[src/rtl/sched_wctl_unit.sv]
// Scheduler-side receiver for warp-control requests (TMC, WSPAWN, BAR).
// Keeps the active-warp mask, per-warp thread masks and barrier arrival state,
// and drives the stall mask, the spawn pulse and the barrier-release pulse.
// Every output comes from a register, so inputs never reach outputs combinationally.
module sched_wctl_unit #(
   parameter int NUM_WARPS    = 4,
   parameter int NUM_THREADS  = 4,
   parameter int NUM_BARRIERS = 4,
   parameter int PC_WIDTH     = 32,
   parameter int NW_BITS      = (NUM_WARPS > 1) ? $clog2(NUM_WARPS) : 1,
   parameter int NB_BITS      = (NUM_BARRIERS > 1) ? $clog2(NUM_BARRIERS) : 1
) (
   input  logic                             clk,
   input  logic                             reset,
   input  logic                             wctl_valid,
   input  logic [NW_BITS-1:0]               wctl_wid,
   input  logic                             tmc_valid,
   input  logic [NUM_THREADS-1:0]           tmc_tmask,
   input  logic                             wspawn_valid,
   input  logic [NUM_WARPS-1:0]             wspawn_wmask,
   input  logic [PC_WIDTH-1:0]              wspawn_pc,
   input  logic                             bar_valid,
   input  logic [NB_BITS-1:0]               bar_id,
   input  logic [NW_BITS-1:0]               bar_size_m1,
   output logic [NUM_WARPS-1:0]             active_warps,
   output logic [NUM_WARPS*NUM_THREADS-1:0] thread_masks,
   output logic [NUM_WARPS-1:0]             stalled_warps,
   output logic                             spawn_valid,
   output logic [NUM_WARPS-1:0]             spawn_wmask,
   output logic [PC_WIDTH-1:0]              spawn_pc,
   output logic                             bar_release
);

   logic [NUM_WARPS-1:0]   active_q, active_d;
   logic [NUM_WARPS-1:0]   stall_q, stall_d;
   logic [NUM_THREADS-1:0] tmask_q [NUM_WARPS];
   logic [NUM_THREADS-1:0] tmask_d [NUM_WARPS];
   logic [NW_BITS-1:0]     cnt_q   [NUM_BARRIERS];
   logic [NW_BITS-1:0]     cnt_d   [NUM_BARRIERS];
   logic [NUM_WARPS-1:0]   bmask_q [NUM_BARRIERS];
   logic [NUM_WARPS-1:0]   bmask_d [NUM_BARRIERS];
   logic                   spawn_valid_q, spawn_valid_d;
   logic [NUM_WARPS-1:0]   spawn_wmask_q, spawn_wmask_d;
   logic [PC_WIDTH-1:0]    spawn_pc_q, spawn_pc_d;
   logic                   bar_release_q, bar_release_d;
   logic [NUM_WARPS-1:0]   spawn_eff;
   logic                   bar_dup;

   // Next-state decode: barrier bookkeeping first, then TMC, then spawn.
   always_comb begin
      active_d      = active_q;
      stall_d       = stall_q;
      tmask_d       = tmask_q;
      cnt_d         = cnt_q;
      bmask_d       = bmask_q;
      spawn_valid_d = 1'b0;
      spawn_wmask_d = spawn_wmask_q;
      spawn_pc_d    = spawn_pc_q;
      bar_release_d = 1'b0;
      // Warp 0 and warps already running are never (re)started.
      spawn_eff     = wspawn_wmask & ~active_q & ~NUM_WARPS'(1);
      // A warp arriving twice at the same barrier is dropped.
      bar_dup       = bmask_q[bar_id][wctl_wid];

      if (wctl_valid) begin
         if (bar_valid && !bar_dup) begin
            if (cnt_q[bar_id] == bar_size_m1) begin
               // Last arrival: free everyone waiting; the arriving warp never stalls.
               stall_d         = stall_q & ~bmask_q[bar_id];
               cnt_d[bar_id]   = '0;
               bmask_d[bar_id] = '0;
               bar_release_d   = 1'b1;
            end else begin
               cnt_d[bar_id]             = cnt_q[bar_id] + NW_BITS'(1);
               bmask_d[bar_id][wctl_wid] = 1'b1;
               stall_d[wctl_wid]         = 1'b1;
            end
         end

         if (tmc_valid) begin
            tmask_d[wctl_wid] = tmc_tmask;
            if (tmc_tmask == '0) begin
               active_d[wctl_wid] = 1'b0;
            end
         end

         if (wspawn_valid && (spawn_eff != '0)) begin
            active_d = active_d | spawn_eff;
            for (int w = 0; w < NUM_WARPS; w++) begin
               if (spawn_eff[w]) begin
                  tmask_d[w] = NUM_THREADS'(1);
               end
            end
            spawn_valid_d = 1'b1;
            spawn_wmask_d = spawn_eff;
            spawn_pc_d    = wspawn_pc;
         end
      end
   end

   // Warp-level state and the output pulses.
   always_ff @(posedge clk or negedge reset) begin
      if (!reset) begin
         active_q      <= NUM_WARPS'(1);
         stall_q       <= '0;
         spawn_valid_q <= 1'b0;
         spawn_wmask_q <= '0;
         spawn_pc_q    <= '0;
         bar_release_q <= 1'b0;
      end else begin
         active_q      <= active_d;
         stall_q       <= stall_d;
         spawn_valid_q <= spawn_valid_d;
         spawn_wmask_q <= spawn_wmask_d;
         spawn_pc_q    <= spawn_pc_d;
         bar_release_q <= bar_release_d;
      end
   end

   genvar gi;
   generate
      for (gi = 0; gi < NUM_WARPS; gi++) begin : g_warp
         // Per-warp thread mask; only warp 0 starts with a live thread.
         always_ff @(posedge clk or negedge reset) begin
            if (!reset) begin
               tmask_q[gi] <= (gi == 0) ? NUM_THREADS'(1) : '0;
            end else begin
               tmask_q[gi] <= tmask_d[gi];
            end
         end
         assign thread_masks[gi*NUM_THREADS +: NUM_THREADS] = tmask_q[gi];
      end

      for (gi = 0; gi < NUM_BARRIERS; gi++) begin : g_bar
         // Per-barrier arrival count and arrival mask.
         always_ff @(posedge clk or negedge reset) begin
            if (!reset) begin
               cnt_q[gi]   <= '0;
               bmask_q[gi] <= '0;
            end else begin
               cnt_q[gi]   <= cnt_d[gi];
               bmask_q[gi] <= bmask_d[gi];
            end
         end
      end
   endgenerate

   assign active_warps  = active_q;
   assign stalled_warps = stall_q;
   assign spawn_valid   = spawn_valid_q;
   assign spawn_wmask   = spawn_wmask_q;
   assign spawn_pc      = spawn_pc_q;
   assign bar_release   = bar_release_q;

   bar_no_dup_a: assert property (@(posedge clk) disable iff (!reset)
      !(wctl_valid && bar_valid && bmask_q[bar_id][wctl_wid]));

endmodule
[config.mk]
export PLATFORM = sky130hd
export DESIGN_NAME = sched_wctl_unit
export DESIGN_NICKNAME = d
export VERILOG_FILES = /design/src/rtl/sched_wctl_unit.sv
export SDC_FILE = /design/constraint.sdc
export NUM_CORES = 1
export LEC_CHECK = 0
export CORE_MARGIN = 2
export CORE_UTILIZATION = 40
export DETAILED_ROUTE_END_ITERATION = 10
export PLACE_DENSITY = 0.71
export SKIP_CTS_REPAIR_TIMING = 1
export SLEW_MARGIN = 40
export SYNTH_ARGS = -nofsm -noshare
export SYNTH_HDL_FRONTEND = slang
export SYNTH_SLANG_ARGS = --single-unit
[constraint.sdc]
create_clock -name clk -period 3.3 [get_ports clk]
set_input_delay 0.33 -clock clk [delete_from_list [all_inputs] [get_ports clk]]
set_output_delay 0.33 -clock clk [all_outputs]
set_load 0.005 [all_outputs]
==> results.json <==
{
  "grt_pass1_vias": 2941,
  "timing.slew.headroom_pct": 56.5,
  "drv_slew": 0,
  "ys_types": 36,
  "htree_levels": 3,
  "worst_slew_pin_slew_ps": 651,
  "cts_tree": "built",
  "row_count": 34,
  "drc": 0,
  "fmax_mhz": 381,
  "synth.cell_area_sq_mm": 0.00360,
  "grt_overflow": 0,
  "io_pins": 114,
  "fp.dieH_um": 98.8,
  "ys_seq_elements": 85,
  "layout-drive-gt1-share_pct": 16.7,
  "portBuffers": 111,
  "powerDensity_mw_per_mm2": 798,
  "status": "complete, no violations",
  "hold_viol_final": 0,
  "wire_per_inst_um": 16.9,
  "final_cell_mix": "110 x clkdlybuf4s50_1, 83 x dfrtp_1, 37 x mux2_2, 28 x nor2_1, 21 x nand2_1",
  "clock_latency_ps": 360,
  "maxCapViolCount": 0,
  "drt_iter0_markers": 131,
  "firstDrtPassIters": 4,
  "multi_input_area_sq_mm": 0.00140,
  "clockRootBuffer": "clkbuf_8",
  "crit_arrival_ps": 2860,
  "grt_pass1_wl_um": 14600,
  "diodes": 0,
  "startpoint_type": "input pin",
  "die_area_sq_mm": 0.00977,
  "yosys.area.top_type": "dfrtp_1",
  "skew_ps": 11.9,
  "vias_per_cell": 5.18,
  "ir_drop_mv": 0.427,
  "fin_area_sq_mm": 0.00507,
  "timing.hold.ws_ps": 486,
  "crit_type": "input pin to flop",
  "fin_crit_ps": 2630,
  "fin_crit_sh_pct": 79.6,
  "regArea_sq_mm": 0.00213,
  "dieWidth_um": 98.8,
  "fin_nets": 454,
  "vias": 2670,
  "rrSetupSlack_ps": 1020,
  "fillers": 727,
  "numCtsBuffers": 9,
  "antenna_found_initial": 0,
  "yosysSeqAreaShare_pct": 59.2,
  "final_common_cell": "clkdlybuf4s50_1",
  "synthCells": 285,
  "worstSetupEndpointType": "flop",
  "worstPathMaxFanout": 18,
  "yosysTopAreaCellShare_pct": 57.7,
  "grt_max_degree": 40,
  "yosysWarnings": 0,
  "wirelength_um": 8700,
  "r2r_end": "bmask_q[0]",
  "cts.sinks": 85,
  "initial_core_util_pct": 41.2,
  "antenna_left": 0,
  "core_area_sq_mm": 0.00872,
  "p_leak_nw": 2.23,
  "place_congestion": 0.812,
  "hp-class": "input pin to async pin",
  "critPathRequiredTime_ps": 3540,
  "area_growth_syn_to_layout_pct": 41.0,
  "hpwl_um": 6340,
  "synth.avg_cell_area_sq_um": 12.6,
  "setup_ws_ps": 674,
  "dpl_worst_slack_ps": 320,
  "clk_pin_slew_worst_paths_ps": 90,
  "rr_startpoint": "bmask_q[0]",
  "finalSetupTns_ps": 0,
  "final_util_pct": 58.1,
  "synthTopCellsByArea": "dfrtp_1 58%, mux2_2 12%, mux2i_1 3.9%, mux4_2 3.1%, a31oi_1 3.0%",
  "dpl_cell_area_sq_mm": 0.00484,
  "syn_nets": 337,
  "r2r_cells": 6,
  "rsz0062_at_grt": "false",
  "clk_path_buf_depth": 2,
  "grt_usage_pct": 18.8,
  "setup_viol": 0
}
[worst max-delay path, stage by stage]
cell and delay [ps]:
clkdlybuf4s50_1 670, mux4_2 590, a22o_1 260, a211oi_4 370, buf_4 290, and3b_1 270
nor2_1 80
[report_power, final]
group / leakage (nW) / switching [W] / internal, W
clock: 0.106 / 0.000378 / 0.000450
combinational: 1.11 / 0.000532 / 0.000950
sequential: 1.01 / 0.000247 / 0.00149
total: 2.23 / 0.00116 / 0.00289
[per-stage QoR]
stage	std cells	total power, W
global route	515	0.00432
CTS	514	0.00410
floorplan	285	0.00234
global placement	498	0.00319
detailed placement	498	0.00325
finish	515	0.00405
[how the worst max path moves through the flow]
stage / start / end
floorplan: bar_id[1] / bmask_q[4]
global placement: bar_id[1] / bmask_q[6]
detailed placement: bar_id[1] / bmask_q[3]
CTS: bar_id[1] / bmask_q[0]
global route: bar_id[1] / bmask_q[3]
finish: bar_id[1] / bmask_q[0]
[synth_stat cells]
library cell	n
a211oi_4	1
a21boi_0	1
a21oi_1	8
a22o_1	1
a22oi_1	1
a31oi_1	17
and2_0	1
and2_1	2
and2b_1	1
and3_1	1
and3b_1	4
buf_2	4
buf_4	1
clkbuf_1	8
conb_1	1
dfrtp_1	83
dfstp_2	2
inv_1	4
mux2_1	8
mux2_2	37
mux2i_1	14
mux4_2	5
nand2_1	21
nand2b_1	1
nand3_1	7
nand3b_1	1
nand4b_1	1
nor2_1	28
nor2b_1	8
nor3_1	1
nor3b_1	1
nor4_1	1
o21ai_0	6
o21bai_1	1
o221ai_1	1
xnor2_1	2
[cell families after synthesis]
logic type / count (synthesis) / share of synthesized area (%)
multiplexers: 64 / 21.1
XOR/XNOR: 2 / 0.487
flip-flops: 85 / 59.2
AND/OR/NAND/NOR: 79 / 10.5
buffers and inverters: 17 / 2.02
AO/OA/AOI/OAI: 37 / 6.57
other: 1 / 0.104
[metal layers]
| layer | part of all wire (%) | vias up | GRT usage (%) |
|---|---|---|---|
| met4 | 2.0 | 0 | 7.38 |
| met5 | 0 | - | 0 |
| met3 | 8.9 | 16 | 5.89 |
| met1 | 43 | 1314 | 24.2 |
| met2 | 46 | 103 | 29.8 |
| li1 | - | 1237 | - |
[area by class of cell]
class	instances	share of cell area, %
Tap cell	108	2.66
Timing Repair Buffer	119	23.1
Clock inverter	5	1.65
Clock buffer	11	2.79
Inverter	4	0.296
Sequential cell	85	42.0
Multi-Input combinational cell	183	27.5
[state kept, by name, indices dropped and copies added, names as in the netlist]
name	count
spawn_wmask	3
stalled_warps	4
bar_release	1
spawn_valid	1
active_warps	4
bmask_q	16
spawn_pc	32
cnt_q	8
thread_masks	16
No activity file was read; power rests on OpenSTA's default activity.
